--- config.mk ---
export PLATFORM = sky130hd
export DESIGN_NAME = regfile_wb_arbiter_flat
export DESIGN_NICKNAME = d
export VERILOG_FILES = /design/src/rtl/regfile_wb_arbiter_pkg.sv /design/src/rtl/regfile_wb_arbiter_if.sv /design/src/rtl/regfile_wb_arbiter_rr_arbiter.sv /design/src/rtl/regfile_wb_arbiter.sv /design/src/flat_wrapper.sv
export SDC_FILE = /design/constraint.sdc
export NUM_CORES = 1
export LEC_CHECK = 0
export CORE_MARGIN = 1.5
export CORE_UTILIZATION = 45
export DETAILED_ROUTE_END_ITERATION = 10
export DONT_BUFFER_PORTS = 1
export PLACE_DENSITY = 0.7
export SYNTH_ARGS = -nofsm -noshare
export SYNTH_HDL_FRONTEND = slang
export SYNTH_SLANG_ARGS = --single-unit
--- constraint.sdc ---
create_clock -name clock -period 8.65 [get_ports clock]
set_input_delay 2.595 -clock clock [delete_from_list [all_inputs] [get_ports clock]]
set_output_delay 2.595 -clock clock [all_outputs]
set_load 0.01 [all_outputs]
--- src/rtl/regfile_wb_arbiter_pkg.sv ---
// regfile_wb_arbiter_pkg
//    Constants and names shared by the writeback arbiter, its requester
//    interface, the round-robin grant sub-module and the testbench.
//    No ports.
package regfile_wb_arbiter_pkg;

   localparam int REG_IDX_W    = 5;
   localparam int XLEN         = 32;
   localparam int NREQ_DEFAULT = 3;
   localparam int NUM_REGS     = 1 << REG_IDX_W;

   // Requester positions on the writeback bus
   typedef enum int unsigned {
      REQ_ALU  = 0,
      REQ_LOAD = 1,
      REQ_CSR  = 2
   } req_idx_e;

   // Width of an index into n requesters (at least one bit)
   function automatic int ptr_width(input int n);
      return (n > 1) ? $clog2(n) : 1;
   endfunction

endpackage

--- src/rtl/regfile_wb_arbiter_if.sv ---
// regfile_wb_arbiter_if
//    Writeback request bus between the execution units and the arbiter.
//    Signals:
//       req_valid [NREQ]         per-requester writeback request
//       req_ready [NREQ]         per-requester grant (one-hot or zero)
//       req_rd    [NREQ*5]       destination register per requester
//       req_data  [NREQ*32]      writeback data per requester
//    Modports: master (requesters), slave (arbiter).
interface regfile_wb_arbiter_if
   import regfile_wb_arbiter_pkg::*;
#(
   parameter int NREQ = NREQ_DEFAULT
);

   logic [NREQ-1:0]           req_valid;
   logic [NREQ-1:0]           req_ready;
   logic [NREQ*REG_IDX_W-1:0] req_rd;
   logic [NREQ*XLEN-1:0]      req_data;

   modport master (
      output req_valid,
      output req_rd,
      output req_data,
      input  req_ready
   );

   modport slave (
      input  req_valid,
      input  req_rd,
      input  req_data,
      output req_ready
   );

endinterface

--- src/rtl/regfile_wb_arbiter_rr_arbiter.sv ---
// rr_arbiter
//    Round-robin grant among N requesters. The grant goes to the first
//    valid requester at or after rr_ptr (wrapping); every grant is a
//    handshake, after which rr_ptr moves just past the winner.
//    Ports:
//       clock      rising-edge clock
//       RESET      synchronous active-high reset (forces grant to 0)
//       req   [N]  request vector
//       grant [N]  one-hot grant or zero, combinational
module rr_arbiter
   import regfile_wb_arbiter_pkg::*;
#(
   parameter int N = NREQ_DEFAULT
) (
   input  logic         clock,
   input  logic         RESET,
   input  logic [N-1:0] req,
   output logic [N-1:0] grant
);

   localparam int PW = ptr_width(N);

   logic [PW-1:0]  rr_ptr_q, rr_ptr_d;
   logic [2*N-1:0] req_rot;
   logic [PW:0]    off_sum;
   logic [PW-1:0]  gnt_idx;
   logic           gnt_any;

   // Rotating the doubled vector puts requester rr_ptr at bit 0, so the
   // lowest set bit is the winner's distance from rr_ptr.
   assign req_rot = {req, req} >> rr_ptr_q;

   always_comb begin
      off_sum = '0;
      gnt_any = 1'b0;
      for (int k = N - 1; k >= 0; k--) begin
         if (req_rot[k]) begin
            off_sum = {1'b0, rr_ptr_q} + (PW+1)'(k);
            gnt_any = !RESET;
         end
      end
      if (off_sum >= (PW+1)'(N)) begin
         off_sum = off_sum - (PW+1)'(N);
      end
      gnt_idx = off_sum[PW-1:0];
   end

   for (genvar gi = 0; gi < N; gi++) begin : g_grant
      assign grant[gi] = gnt_any && (gnt_idx == PW'(gi));
   end

   always_comb begin
      rr_ptr_d = rr_ptr_q;
      if (gnt_any) begin
         rr_ptr_d = (gnt_idx == PW'(N - 1)) ? '0 : gnt_idx + 1'b1;
      end
   end

   always_ff @(posedge clock) begin
      if (RESET) begin
         rr_ptr_q <= '0;
      end else begin
         rr_ptr_q <= rr_ptr_d;
      end
   end

endmodule

--- src/rtl/regfile_wb_arbiter.sv ---
// regfile_wb_arbiter
//    Arbitrates writeback requesters onto the single register-file write
//    port and keeps a 2-bit pending-write scoreboard for x1..x31.
//    Optional feature macro: WB_FORWARD_EN (adds rs1_fwd/rs2_fwd/fwd_data).
//    Ports:
//       clock, RESET            clock; synchronous active-high reset
//       wb (slave)              requester bus (req_valid/ready/rd/data)
//       wr_en, write_select,    registered register-file write port
//       data_in
//       issue_valid, issue_rd,  decode claims a pending write
//       issue_ready
//       chk_rs1/2, rs1/2_busy   source-register busy lookup
//       rs1/2_fwd, fwd_data     (WB_FORWARD_EN only) bypass of this
//                               cycle's writeback to a waiting source
module regfile_wb_arbiter
   import regfile_wb_arbiter_pkg::*;
#(
   parameter int NREQ = NREQ_DEFAULT
) (
   input  logic                 clock,
   input  logic                 RESET,
   regfile_wb_arbiter_if.slave  wb,
   output logic                 wr_en,
   output logic [REG_IDX_W-1:0] write_select,
   output logic [XLEN-1:0]      data_in,
   input  logic                 issue_valid,
   input  logic [REG_IDX_W-1:0] issue_rd,
   output logic                 issue_ready,
   input  logic [REG_IDX_W-1:0] chk_rs1,
   input  logic [REG_IDX_W-1:0] chk_rs2,
   output logic                 rs1_busy,
   output logic                 rs2_busy
`ifdef WB_FORWARD_EN
   ,
   output logic                 rs1_fwd,
   output logic                 rs2_fwd,
   output logic [XLEN-1:0]      fwd_data
`endif
);

   logic [NREQ-1:0]      grant;
   logic                 hs;
   logic [REG_IDX_W-1:0] gnt_rd;
   logic [XLEN-1:0]      gnt_data;

   logic                 wr_en_q, wr_en_d;
   logic [REG_IDX_W-1:0] write_select_q, write_select_d;
   logic [XLEN-1:0]      data_in_q, data_in_d;

   // Two bits per register; x0 slot is tied to zero
   logic [2*NUM_REGS-1:0] cnt_flat;
   logic [1:0]            cnt_issue, cnt_rs1, cnt_rs2;
   logic                  issue_fire;

   rr_arbiter #(.N(NREQ)) u_rr_arbiter (
      .clock (clock),
      .RESET (RESET),
      .req   (wb.req_valid),
      .grant (grant)
   );

   assign wb.req_ready = grant;
   assign hs           = |grant;

   // Grant is one-hot, so an OR-mux selects the winner's payload
   always_comb begin
      gnt_rd   = '0;
      gnt_data = '0;
      for (int i = 0; i < NREQ; i++) begin
         if (grant[i]) begin
            gnt_rd   = gnt_rd   | wb.req_rd[i*REG_IDX_W +: REG_IDX_W];
            gnt_data = gnt_data | wb.req_data[i*XLEN +: XLEN];
         end
      end
   end

   // Writes to x0 still complete the handshake but never reach the file
   always_comb begin
      wr_en_d        = hs && (gnt_rd != '0);
      write_select_d = hs ? gnt_rd   : write_select_q;
      data_in_d      = hs ? gnt_data : data_in_q;
   end

   always_ff @(posedge clock) begin
      if (RESET) begin
         wr_en_q        <= 1'b0;
         write_select_q <= '0;
         data_in_q      <= '0;
      end else begin
         wr_en_q        <= wr_en_d;
         write_select_q <= write_select_d;
         data_in_q      <= data_in_d;
      end
   end

   assign wr_en        = wr_en_q;
   assign write_select = write_select_q;
   assign data_in      = data_in_q;

   assign cnt_issue   = cnt_flat[{issue_rd, 1'b0} +: 2];
   assign cnt_rs1     = cnt_flat[{chk_rs1, 1'b0} +: 2];
   assign cnt_rs2     = cnt_flat[{chk_rs2, 1'b0} +: 2];
   assign issue_ready = (issue_rd == '0) || (cnt_issue != 2'd3);
   assign issue_fire  = issue_valid && issue_ready;

   assign cnt_flat[1:0] = 2'd0;

   for (genvar gi = 1; gi < NUM_REGS; gi++) begin : g_sb
      logic [1:0] cnt_q, cnt_d;
      logic       inc, dec;

      assign inc = issue_fire && (issue_rd == REG_IDX_W'(gi));
      assign dec = hs && (gnt_rd == REG_IDX_W'(gi));

      // A claim and a writeback on the same register cancel out
      always_comb begin
         cnt_d = cnt_q;
         if (inc && !dec) begin
            cnt_d = cnt_q + 2'd1;
         end else if (dec && !inc && (cnt_q != 2'd0)) begin
            cnt_d = cnt_q - 2'd1;
         end
      end

      always_ff @(posedge clock) begin
         if (RESET) begin
            cnt_q <= 2'd0;
         end else begin
            cnt_q <= cnt_d;
         end
      end

      assign cnt_flat[2*gi +: 2] = cnt_q;
   end

`ifdef WB_FORWARD_EN
   // Forward only when this writeback is the last one outstanding, so the
   // bypassed value is final for the waiting source.
   assign rs1_fwd  = hs && (chk_rs1 != '0) && (gnt_rd == chk_rs1) && (cnt_rs1 == 2'd1);
   assign rs2_fwd  = hs && (chk_rs2 != '0) && (gnt_rd == chk_rs2) && (cnt_rs2 == 2'd1);
   assign fwd_data = gnt_data;
   assign rs1_busy = (cnt_rs1 != 2'd0) && !rs1_fwd;
   assign rs2_busy = (cnt_rs2 != 2'd0) && !rs2_fwd;
`else
   assign rs1_busy = (cnt_rs1 != 2'd0);
   assign rs2_busy = (cnt_rs2 != 2'd0);
`endif

endmodule

--- src/flat_wrapper.sv ---
// flat-port wrapper written by rule: the top's interface ports become plain ports
module regfile_wb_arbiter_flat import regfile_wb_arbiter_pkg::*;
#(
   parameter int NREQ = NREQ_DEFAULT
)
  (clock, RESET, wr_en, write_select, data_in, issue_valid, issue_rd, issue_ready, chk_rs1, chk_rs2, rs1_busy, rs2_busy, wb_req_valid, wb_req_rd, wb_req_data, wb_req_ready);
  regfile_wb_arbiter_if #(.NREQ(NREQ)) wb_i ();
  input  logic clock;
  input  logic RESET;
  output logic wr_en;
  output logic [REG_IDX_W-1:0] write_select;
  output logic [XLEN-1:0] data_in;
  input  logic issue_valid;
  input  logic [REG_IDX_W-1:0] issue_rd;
  output logic issue_ready;
  input  logic [REG_IDX_W-1:0] chk_rs1;
  input  logic [REG_IDX_W-1:0] chk_rs2;
  output logic rs1_busy;
  output logic rs2_busy;
  input wire logic [$bits(wb_i.req_valid)-1:0] wb_req_valid;
  input wire logic [$bits(wb_i.req_rd)-1:0] wb_req_rd;
  input wire logic [$bits(wb_i.req_data)-1:0] wb_req_data;
  output wire logic [$bits(wb_i.req_ready)-1:0] wb_req_ready;
  assign wb_i.req_valid = wb_req_valid;
  assign wb_i.req_rd = wb_req_rd;
  assign wb_i.req_data = wb_req_data;
  assign wb_req_ready = wb_i.req_ready;
  regfile_wb_arbiter #(.NREQ(NREQ)) u_core (.clock(clock), .RESET(RESET), .wb(wb_i), .wr_en(wr_en), .write_select(write_select), .data_in(data_in), .issue_valid(issue_valid), .issue_rd(issue_rd), .issue_ready(issue_ready), .chk_rs1(chk_rs1), .chk_rs2(chk_rs2), .rs1_busy(rs1_busy), .rs2_busy(rs2_busy));
endmodule
==> metrics.csv <==
metric,value,unit
regArea,0.00204,sq mm
cp_max_fo,33,
netlist.area_leader.share,31.8,%
final_nets,882,
critPathLaunchType,primary input,
r2r-start,u_core.u_rr_arbiter.rr_ptr_q[0]$_SDFFE_PP0P_,
min_from,u_core.write_select[4]$_SDFFE_PP0P_,
dp_hpwl,14500,microns
cts_hold_buffers,0,
outcome,"finished, final reports clean",
cts_tree,done,
syn_area_per_cell,8.16,sq um
rsz0062_at_grt,no,
skew,0.00913,ns
hold_path_depth,2,
yosys_warnings,0,
grt_pass1_wl,30700,microns
viasPerCell,6.84,
die_h,122,microns
multi_input_area,0.00415,sq mm
cts_setup_buffers,0,
p_leak,2.13,nW
worst_hold_path.endpoint,u_core.write_select[4]$_SDFFE_PP0P_,
fin_crit,7.31,ns
setup_viol,0,
synth.top_cells.by_area,"dfxtp_1 (32%), a211oi_1 (8.5%), a21oi_1 (6.9%)",
fin_tns_setup,0,ns
end_kind,primary output,
wl,20100,microns
core_area,0.0139,sq mm
drt.antenna.violating_nets,0,
layout-drive-gt1-share,7.97,%
ir_worst_vdd,92.8,uV
seq_area_frac_synth,31.8,%
fin_area,0.00676,sq mm
maxSlewViolCount,0,
worstMarginPinSlew,0.973,ns
max_freq,0.137,GHz
antenna_found_initial,4,
area_growth,5.32,%
finalHoldViolCount,0,
clk_pin_slew,0.07,ns
ys.flop_type,dfxtp_1,
critical-path-max-stage-delay,0.40,ns
via_count,6400,
synth_cell_type_count,55,
reg2reg_slack,3.87,ns
dp_slack,1.41,ns
p_per_area,169,mW/mm^2
wl_per_cell,21.5,microns
worstPathArrival,4.72,ns
synth_area,0.00642,sq mm
portBuffers,0,
fin_crit_sh,84.6,%
r2r_end,u_core.g_sb[21].cnt_q[0]$_SDFFE_PP0P_,
min_path_type,register to register,
routabilityCongestion,0.945,
pin_count,176,
htree_levels,3,
ys_async_sr_fraction,0,%
grt_use_total,26.5,%
cts_buffers,9,
synth_top_area_cell,dfxtp_1,
slew_headroom,34.9,%
drtIter0Drc,645,
synth_nets,921,
synth_edf_count,0,
crit_chain,nor2b_1 -> o32ai_1 -> or2_2 -> inv_1 -> ha_1 -> a221o_1 -> a211o_1 -> nor2_2 -> buf_4,
netlist_instances,787,
synth-seq-cells,102,
dieArea,0.0150,sq mm
fin_ws,1.34,ns
grt_max_degree,102,
cts_resized,0,
drc,0,
dpl_cell_area,0.00646,sq mm
ff2ff_path_depth,12,
die_w,122,microns
grt_pass1_vias,5926,
clkLatencyLatePin,0.35,ns
maxCapViolCount,0,
start_util,46.3,%
cts_sinks,102,
cts_buffer_depth,2,
crit_required,6.06,ns
path_class,primary input to primary output,
fill_cells,1312,
floorplan.rows,43,
overflow,0,
root_buffer,clkbuf_16,
first_pass_iters,5,
cp_slowest_cell,a211o_1,
[routing by layer]
metal | track usage [%] | up-vias | share of wire [%]
met2 | 46.4 | 316 | 50
met3 | 5.62 | 50 | 8.0
met1 | 30.9 | 3052 | 39
met5 | 0 | - | 0
met4 | 12.1 | 0 | 2.9
li1 | - | 2982 | -
[sequential cells by signal, indices dropped and copies added (netlist names)]
signal	cells
u_core.u_rr_arbiter.rr_ptr_q	2
u_core.write_select	5
u_core.data_in	32
u_core.wr_en	1
u_core.g_sb.cnt_q	62
[synth_stat cells (3+ instances only)]
| cell | instances |
|---|---|
| and3_1 | 26 |
| nor3b_1 | 8 |
| nor3_2 | 4 |
| nand4_1 | 5 |
| a222oi_1 | 32 |
| o21ai_0 | 50 |
| nor3_1 | 55 |
| a211oi_1 | 73 |
| clkbuf_1 | 43 |
| o21a_1 | 30 |
| buf_2 | 8 |
| a221oi_4 | 3 |
| nand2_1 | 45 |
| nor2_1 | 74 |
| o211ai_1 | 4 |
| nand2b_1 | 31 |
| nor3_4 | 3 |
| a21oi_1 | 89 |
| mux4_2 | 15 |
| dfxtp_1 | 102 |
| inv_1 | 3 |
| a221o_1 | 5 |
| mux2i_1 | 4 |
| nor2b_1 | 9 |
| and2_1 | 4 |
| nand3_1 | 20 |
[cells by family (layout without fill, tap and decap cells)]
family	count (synthesis)	in the layout	share of synthesized area [%]
other cells	0	2	0
compound gates	306	306	33.3
simple gates	299	299	24.6
fa+ha+maj	2	2	0.390
mux	20	20	6.06
flops	102	102	31.8
buf+inv	58	24	3.84
[report_power, final]
part / switching (mW) / internal [mW] / leakage [nW] / total, mW
logic: 0.135 / 0.0804 / 1.16 / 0.215
registers: 0.0277 / 0.491 / 0.830 / 0.519
clock network: 0.195 / 0.213 / 0.138 / 0.408
[cells in the final DEF (no fill, tap or decap), types with 3 or more instances in the layout]
| cell | n |
|---|---|
| a211oi_1 | 73 |
| a221o_1 | 5 |
| a222oi_1 | 32 |
| o211ai_1 | 4 |
| mux4_2 | 15 |
| inv_1 | 3 |
| and3_1 | 26 |
| o21ai_0 | 50 |
| nand2_1 | 45 |
| o21a_1 | 30 |
| and2_1 | 4 |
| dfxtp_1 | 102 |
| nor3b_1 | 8 |
| mux2i_1 | 4 |
| a221oi_4 | 3 |
| buf_4 | 5 |
| nor3_2 | 4 |
| a21oi_1 | 88 |
| clkbuf_16 | 9 |
| nor2b_1 | 9 |
| nand4_1 | 5 |
| nand3_1 | 20 |
| nand2b_1 | 31 |
| nor3_4 | 3 |
| nor3_1 | 55 |
| nor2_1 | 73 |
[metrics by stage]
stage / total power [mW] / util, % / instances / hold slack, ns
finish: 1.14 / 48.7 / 935 / 0.510
global route: 1.19 / 48.7 / 934 / 0.530
CTS: 1.15 / 48.7 / 933 / 0.510
detailed placement: 0.741 / 46.6 / 917 / 0.500
global placement: 0.733 / 46.6 / 917 / 0.487
floorplan: 0.709 / - / 787 / 0.474
[worst max-delay path: cells and delay by family]
family          cells  cell delay, ns
compound gates      3            1.07
simple gates        3            0.44
buf+inv             2            0.41
fa+ha+maj           1            0.19
[how the worst max path moves through the flow]
stage / start / endpoint / slack (ns) / depth (start not counted)
floorplan: wb_req_valid[1] / wb_req_ready[0] / 0.99 / 10
detailed placement: wb_req_valid[2] / wb_req_ready[2] / 1.41 / 9
global route: wb_req_valid[2] / wb_req_ready[2] / 1.26 / 9
global placement: wb_req_valid[2] / wb_req_ready[2] / 1.51 / 9
CTS: wb_req_valid[2] / wb_req_ready[2] / 1.40 / 9
finish: wb_req_valid[2] / wb_req_ready[2] / 1.34 / 9
[cell type report]
type | count | area share (%)
antenna | 2 | 0.0740
multi-input combinational | 627 | 61.3
tap | 180 | 3.33
inverter | 3 | 0.167
clock inverter | 5 | 0.611
clock buffer | 11 | 3.74
sequential | 102 | 30.2
timing repair buffer | 5 | 0.555
Power figures use the tool's default switching activity.
